<file path="src/rtl/cpu_pkg.sv">
// Shared definitions for the bit-serial CPU front end and core control.
// Holds the instruction word field widths, the sequencer state encoding and
// the opcode constants decoded by the core's control FSM.
package cpu_pkg;

    localparam int unsigned OPCODE_W = 4;
    localparam int unsigned INSTR_W  = 12;
    localparam int unsigned WORD_W   = OPCODE_W + INSTR_W;

    typedef enum logic [1:0] {
        StIdle  = 2'd0,
        StIssue = 2'd1,
        StWait  = 2'd2,
        StHalt  = 2'd3
    } seq_state_e;

    typedef logic [OPCODE_W-1:0] opcode_t;

    localparam opcode_t OP_NOP = 4'h0;
    localparam opcode_t OP_ADD = 4'h1;
    localparam opcode_t OP_SUB = 4'h2;
    localparam opcode_t OP_AND = 4'h3;
    localparam opcode_t OP_OR  = 4'h4;
    localparam opcode_t OP_XOR = 4'h5;
    localparam opcode_t OP_SHL = 4'h6;
    localparam opcode_t OP_SHR = 4'h7;
    localparam opcode_t OP_LD  = 4'h8;
    localparam opcode_t OP_ST  = 4'h9;
    localparam opcode_t OP_JMP = 4'hA;

endpackage

</file>
<file path="src/rtl/instr_fifo.sv">
// Synchronous FIFO with first-word-fall-through head output.
// Ports:
//   clk, rstn        clock (rising edge), async active-low reset
//   push, wdata      write request and data; ignored when full unless popping
//   pop              read request; ignored when empty
//   rdata            current head word (valid while !empty)
//   full, empty      occupancy flags
//   count            occupancy, 0..DEPTH
module instr_fifo #(
    parameter int unsigned WIDTH = 16,
    parameter int unsigned DEPTH = 8
) (
    input  logic                   clk,
    input  logic                   rstn,
    input  logic                   push,
    input  logic [WIDTH-1:0]       wdata,
    input  logic                   pop,
    output logic [WIDTH-1:0]       rdata,
    output logic                   full,
    output logic                   empty,
    output logic [$clog2(DEPTH):0] count
);

    localparam int unsigned PTR_W = $clog2(DEPTH);
    localparam int unsigned CNT_W = PTR_W + 1;
    localparam logic [PTR_W-1:0] PTR_ONE = PTR_W'(1);
    localparam logic [CNT_W-1:0] CNT_ONE = CNT_W'(1);
    localparam logic [CNT_W-1:0] CNT_MAX = CNT_W'(DEPTH);

    logic [WIDTH-1:0] mem [DEPTH];
    logic [PTR_W-1:0] wptr_q, rptr_q;
    logic [CNT_W-1:0] count_q, count_d;
    logic             do_push, do_pop;

    assign full  = (count_q == CNT_MAX);
    assign empty = (count_q == '0);
    assign count = count_q;
    assign rdata = mem[rptr_q];

    // A push while full is still accepted when a pop frees the head slot.
    assign do_pop  = pop & ~empty;
    assign do_push = push & (~full | do_pop);

    always_comb begin
        count_d = count_q;
        if (do_push && !do_pop) begin
            count_d = count_q + CNT_ONE;
        end else if (!do_push && do_pop) begin
            count_d = count_q - CNT_ONE;
        end
    end

    always_ff @(posedge clk) begin
        if (do_push) begin
            mem[wptr_q] <= wdata;
        end
    end

    // DEPTH is a power of two, so pointers wrap by natural overflow.
    always_ff @(posedge clk or negedge rstn) begin
        if (!rstn) begin
            wptr_q  <= '0;
            rptr_q  <= '0;
            count_q <= '0;
        end else begin
            if (do_push) wptr_q <= wptr_q + PTR_ONE;
            if (do_pop)  rptr_q <= rptr_q + PTR_ONE;
            count_q <= count_d;
        end
    end

endmodule

</file>
<file path="src/rtl/instr_sequencer.sv">
// Front-end scheduler for the bit-serial CPU core. Buffers switch-entered
// instruction words and issues them to the core one at a time, waiting for
// the core's completion pulse between issues, with free-run / single-step
// control and a completion watchdog.
// Ports:
//   clk, rstn               clock (rising edge), async active-low reset
//   sw_data                 instruction word from switches {opcode, instr}
//   load_btn                pulse: push sw_data into the FIFO
//   run_btn                 pulse: toggle run, or request one step in step mode
//   step_mode               level: 1 = single-step
//   core_done               pulse: core finished the current instruction
//   clr_err                 pulse: clear sticky errors, leave HALT
//   opcode, instr           fields of the last issued word
//   inst_done               one-cycle issue strobe
//   running                 free-run enable
//   fifo_count/full/empty   FIFO occupancy
//   err_ovf, err_timeout    sticky error flags
module instr_sequencer
    import cpu_pkg::*;
#(
    parameter int unsigned DEPTH       = 8,
    parameter int unsigned TIMEOUT_CYC = 64
) (
    input  logic                   clk,
    input  logic                   rstn,
    input  logic [WORD_W-1:0]      sw_data,
    input  logic                   load_btn,
    input  logic                   run_btn,
    input  logic                   step_mode,
    input  logic                   core_done,
    input  logic                   clr_err,
    output logic [OPCODE_W-1:0]    opcode,
    output logic [INSTR_W-1:0]     instr,
    output logic                   inst_done,
    output logic                   running,
    output logic [$clog2(DEPTH):0] fifo_count,
    output logic                   fifo_full,
    output logic                   fifo_empty,
    output logic                   err_ovf,
    output logic                   err_timeout
);

    localparam int unsigned WD_W = $clog2(TIMEOUT_CYC + 1);
    localparam logic [WD_W-1:0] WD_LAST = WD_W'(TIMEOUT_CYC - 1);
    localparam logic [WD_W-1:0] WD_ONE  = WD_W'(1);

    seq_state_e          state_q, state_d;
    logic                running_q, running_d;
    logic                step_req_q, step_req_d;
    logic                step_mode_q;
    logic [OPCODE_W-1:0] opcode_q, opcode_d;
    logic [INSTR_W-1:0]  instr_q, instr_d;
    logic [WD_W-1:0]     wd_q, wd_d;
    logic                err_ovf_q, err_ovf_d;
    logic                err_timeout_q, err_timeout_d;
    logic [WORD_W-1:0]   head;
    logic                fifo_pop;
    logic                go;

    assign fifo_pop = (state_q == StIssue);

    instr_fifo #(
        .WIDTH (WORD_W),
        .DEPTH (DEPTH)
    ) u_fifo (
        .clk   (clk),
        .rstn  (rstn),
        .push  (load_btn),
        .wdata (sw_data),
        .pop   (fifo_pop),
        .rdata (head),
        .full  (fifo_full),
        .empty (fifo_empty),
        .count (fifo_count)
    );

    assign go = (running_q | step_req_q) & ~fifo_empty;

    always_comb begin
        state_d       = state_q;
        running_d     = running_q;
        step_req_d    = step_req_q;
        opcode_d      = opcode_q;
        instr_d       = instr_q;
        wd_d          = wd_q;
        err_ovf_d     = err_ovf_q;
        err_timeout_d = err_timeout_q;

        if (step_mode) begin
            running_d = 1'b0;
        end else if (run_btn) begin
            running_d = ~running_q;
        end

        // A mode change drops any pending step; a fresh request beats consumption.
        if (step_mode != step_mode_q) begin
            step_req_d = 1'b0;
        end else begin
            if (state_q == StIssue)     step_req_d = 1'b0;
            if (step_mode && run_btn)   step_req_d = 1'b1;
        end

        // Clear first so an error raised in the same cycle is not lost.
        if (clr_err) begin
            err_ovf_d     = 1'b0;
            err_timeout_d = 1'b0;
        end
        if (load_btn && fifo_full && !fifo_pop) begin
            err_ovf_d = 1'b1;
        end

        unique case (state_q)
            StIdle: begin
                if (go) begin
                    state_d  = StIssue;
                    opcode_d = head[WORD_W-1 -: OPCODE_W];
                    instr_d  = head[INSTR_W-1:0];
                end
            end
            StIssue: begin
                state_d = StWait;
                wd_d    = '0;
            end
            StWait: begin
                if (core_done) begin
                    state_d = StIdle;
                end else if (wd_q == WD_LAST) begin
                    state_d       = StHalt;
                    err_timeout_d = 1'b1;
                end else begin
                    wd_d = wd_q + WD_ONE;
                end
            end
            StHalt: begin
                if (clr_err) state_d = StIdle;
            end
            default: state_d = StIdle;
        endcase
    end

    always_ff @(posedge clk or negedge rstn) begin
        if (!rstn) begin
            state_q       <= StIdle;
            running_q     <= 1'b0;
            step_req_q    <= 1'b0;
            step_mode_q   <= 1'b0;
            opcode_q      <= '0;
            instr_q       <= '0;
            wd_q          <= '0;
            err_ovf_q     <= 1'b0;
            err_timeout_q <= 1'b0;
        end else begin
            state_q       <= state_d;
            running_q     <= running_d;
            step_req_q    <= step_req_d;
            step_mode_q   <= step_mode;
            opcode_q      <= opcode_d;
            instr_q       <= instr_d;
            wd_q          <= wd_d;
            err_ovf_q     <= err_ovf_d;
            err_timeout_q <= err_timeout_d;
        end
    end

    assign opcode      = opcode_q;
    assign instr       = instr_q;
    assign inst_done   = (state_q == StIssue);
    assign running     = running_q;
    assign err_ovf     = err_ovf_q;
    assign err_timeout = err_timeout_q;

endmodule

</file>
<file path="config.mk">
export PLATFORM = sky130hd
export DESIGN_NAME = instr_sequencer
export DESIGN_NICKNAME = d
export VERILOG_FILES = /design/src/rtl/cpu_pkg.sv /design/src/rtl/instr_fifo.sv /design/src/rtl/instr_sequencer.sv
export SDC_FILE = /design/constraint.sdc
export NUM_CORES = 1
export LEC_CHECK = 0
export BUFFER_PORTS_ARGS = -buffer_cell sky130_fd_sc_hd__buf_2
export CAP_MARGIN = 15
export CORE_ASPECT_RATIO = 1.5
export CORE_MARGIN = 4
export CORE_UTILIZATION = 30
export CTS_BUF_LIST = sky130_fd_sc_hd__clkbuf_8
export CTS_CLUSTER_DIAMETER = 40
export DETAILED_ROUTE_END_ITERATION = 6
export REMOVE_ABC_BUFFERS = 1
export SYNTH_ARGS = -nofsm -noshare
export SYNTH_HDL_FRONTEND = slang
export SYNTH_HIERARCHICAL = 1
export SYNTH_SLANG_ARGS = --single-unit
</file>
<file path="constraint.sdc">
create_clock -name clk -period 4.53 [get_ports clk]
set_clock_uncertainty 0.1 [all_clocks]
set_input_delay 0.2265 -clock clk [delete_from_list [all_inputs] [get_ports clk]]
set_output_delay 0.2265 -clock clk [all_outputs]
set_load 0.1 [all_outputs]
</file>
==> flow_metrics.py <==
metrics = {
    "setup_path": {
        "rrSetupSlack_ps": 1230,
        "cpMaxStageDelayCell": "dfrtp_1",
        "worstSetupStartpoint": "state_q[1]",
        "r2r_start": "state_q[1]",
        "critical_path_buf_inv_count": 4,
        "cp_top_family": "simple AND/OR/NAND/NOR gates",
        "reg2reg_depth": 11,
        "critPathMostFrequentCell": "inv_1",
        "cp-start-kind": "register",
        "cp-end-kind": "register",
        "r2r_end": "u_fifo/count[3]",
        "critPathKind": "register to register",
        "endpoint": "u_fifo/count[3]",
        "slowest_delay_ps": 600,
        "critPathMaxFanout": 12,
        "cp.depth": 11,
        "cp.arrival_ps": 3530,
        "path_cells": "inv_1 -> nand2_1 -> inv_1 -> o21ai_4 -> inv_2 -> ha_1 -> inv_1 -> ha_1 -> or4_1 -> o211ai_1 -> o211ai_1",
        "required_ps": 4760,
    },
    "placement": {
        "placed_cells": 678,
        "dp_hpwl_mm": 8.25,
        "placed_area_um2": 7390,
        "globalplace.congestion": 0.732,
        "post-place-ws_ps": 1310,
        "numPortBuffers": 48,
    },
    "route": {
        "wl_per_cell_um": 18.1,
        "drc_errors": 0,
        "vias": 3487,
        "first_pass_iters": 7,
        "drt_iter0_markers": 220,
        "viasPerCell": 4.76,
        "totalWireLength_mm": 13.3,
        "ant_nets": 0,
    },
    "floorplan": {
        "start_util_pct": 30.5,
        "placeableCoreArea_um2": 22300,
        "die_w_um": 131,
        "die_h_um": 192,
        "io_pins": 49,
        "rows": 67,
        "die-area_um2": 25200,
    },
    "pwr": {
        "vdd_drop_max_mv": 0.404,
        "power_density_nw_per_um2": 686,
        "leakagePower_nw": 2.81,
    },
    "timing": {
        "hold_viol": 0,
        "max_freq_ghz": 0.303,
        "worstMarginPinSlew_ps": 1110,
        "setup_viol": 0,
        "slew_viol_final": 0,
        "min_period_ps": 3300,
        "rsz0062_at_grt": "false",
        "fin_crit_sh_pct": 72.8,
        "hold_ws_ps": 70.7,
        "slew-limit-headroom_pct": 25.5,
        "setup_ws_ps": 1230,
        "fin_setup_tns_ps": 0,
    },
    "global_route": {
        "antenna_found_initial": 0,
        "gr-usage-met2_pct": 19.9,
        "grt_pass1_vias": 3805,
        "grt_overflow_total": 0,
        "use_met3_pct": 2.99,
        "grt_pass1_wl_mm": 21.2,
        "grt.busiest_layer": "met2",
        "use_met1_pct": 13.6,
        "grt_usage_pct": 11.3,
        "grt_max_degree": 41,
    },
    "clocking": {
        "cts.reportedPaths.clkPinSlew_ps": 100,
        "insertion_delay_ps": 450,
        "clock-root-buffer": "clkbuf_8",
        "cts-htree-levels": 4,
        "cts.sinks": 168,
        "clk_path_buf_depth": 2,
        "cts_tree": "done",
        "cts_buffers": 17,
    },
    "logic_synthesis": {
        "post_synth_and_or_nand_nor_area_fraction_pct": 4.77,
        "synth-async-reset-ratio_pct": 23.8,
        "syn-instance-count": 363,
        "synth_compound_area_share_pct": 3.04,
        "ys_types": 44,
        "netlist_area_um2": 6790,
        "yosys_warnings": 6,
        "synthMuxAreaShare_pct": 16.8,
        "synth-xor-area-share_pct": 0.903,
        "synth_top_family_by_area": "multiplexers",
        "synth_edf_count": 128,
        "ys_ff_latch": 168,
        "syn_avg_cell_area_um2": 18.7,
        "yosysSeqAreaShare_pct": 71.3,
        "synthAdderAreaFrac_pct": 1.40,
        "synthFlopType": "edfxtp_1",
    },
    "cells_and_area": {
        "syn_to_final_growth_pct": 18.0,
        "diodes": 0,
        "final_cell_mix": "128 x edfxtp_1, 48 x buf_2, 38 x dfrtp_1, 34 x mux2_2, 32 x mux4_2",
        "instances_no_fill": 732,
        "layout_commonest_cell": "edfxtp_1",
        "fin_area_um2": 8010,
        "drive_gt1_share_pct": 36.2,
        "finalNetCount": 473,
    },
    "worst_hold_path": {
        "hold_class": "primary input to register",
    },
    "flow_run": {
        "maxCapViolCount": 0,
    },
    "run_status": {
        "status": "finished clean",
    },
}
where the power goes:
group          switching [mW]  internal, mW
logic                    1.32         0.775
registers               0.375          1.99
clock network           0.583         0.455
total                    2.28          3.22
state kept, by name, summed over array words and instances, names as in the netlist:
| name | cells |
|---|---|
| u_fifo/wptr_q | 3 |
| wd_q | 7 |
| err_timeout | 1 |
| u_fifo/count | 4 |
| instr | 12 |
| state_q | 2 |
| step_mode_q | 1 |
| opcode | 4 |
| err_ovf | 1 |
| step_req_q | 1 |
| running | 1 |
| u_fifo/mem | 128 |
| u_fifo/rptr_q | 3 |
routing by layer:
layer / up-vias / share of wire [%]
met5: - / 0
met4: 0 / 1.2
met3: 14 / 4.5
met2: 82 / 53
met1: 1785 / 41
li1: 1606 / -
stage by stage:
stage | utilization, % | power (mW)
after CTS | 35.8 | 5.59
after floorplan | - | 3.97
after global placement | 33.2 | 4.46
final | 35.9 | 5.49
after global routing | 35.9 | 5.81
after detailed placement | 33.2 | 4.53
worst reg2reg max path, cell delays in order (launching register included):
cell,delay [ps]
dfrtp_1,600
inv_1,180
nand2_1,200
inv_1,170
o21ai_4,410
inv_2,50
ha_1,260
inv_1,150
ha_1,310
or4_1,490
o211ai_1,130
o211ai_1,110
logic make-up (layout without fill, tap and decap cells):
logic type | after synthesis | after routing
flip-flops | 168 | 168
multiplexers | 69 | 69
AND/OR/NAND/NOR | 59 | 59
AO/OA/AOI/OAI | 28 | 28
buffers and inverters | 25 | 118
adder cells (fa/ha/maj) | 7 | 7
XOR/XNOR | 7 | 7
cell type report:
class / count / area, um^2
Inverter: 10 / 37.5
Multi-Input combinational cell: 170 / 1880
Tap cell: 276 / 345
Sequential cell: 168 / 4850
Timing Repair Buffer: 76 / 515
Clock inverter: 15 / 156
Clock buffer: 17 / 234
Fill cell: 2100 / 14300
synth_stat cells (2+ instances only):
cell	number	area [um^2]
buf_6	2	22.5
a21oi_1	3	15.0
o211ai_1	4	30.0
xnor2_1	6	52.6
nand2b_1	5	31.3
a22oi_1	2	15.0
mux2_2	34	383
o21ai_0	3	15.0
mux4_2	32	721
dfrtp_1	40	1000
inv_1	9	33.8
buf_4	3	22.5
nor3_1	8	40.0
ha_1	6	75.1
a31oi_1	6	37.5
nor2_1	14	52.6
nand2_1	11	41.3
nand3_1	4	20.0
mux2i_1	2	20.0
clkbuf_1	8	30.0
nor4_1	3	18.8
or3_1	2	12.5
o22ai_1	5	31.3
edfxtp_1	128	3840
buf_2	2	10.0
nor2b_1	3	18.8
worst min-delay path by stage:
stage	cells past startpoint	start	end	slack, ps
floorplan	0	rstn	err_ovf	-170
global placement	1	step_mode	step_mode_q	270
detailed placement	1	step_mode	step_mode_q	280
CTS	3	core_done	wd_q[0]	30
global route	2	rstn	instr[2]	90
finish	3	core_done	wd_q[0]	70
what timing repair did:
action | 4_1_cts | 5_1_grt
buffers inserted | 0 | 0
gates resized for setup | 0 | 0
endpoints found under the hold margin | 175 | 0
hold buffers | 21 | 0
(Power assumes the default switching activity.)
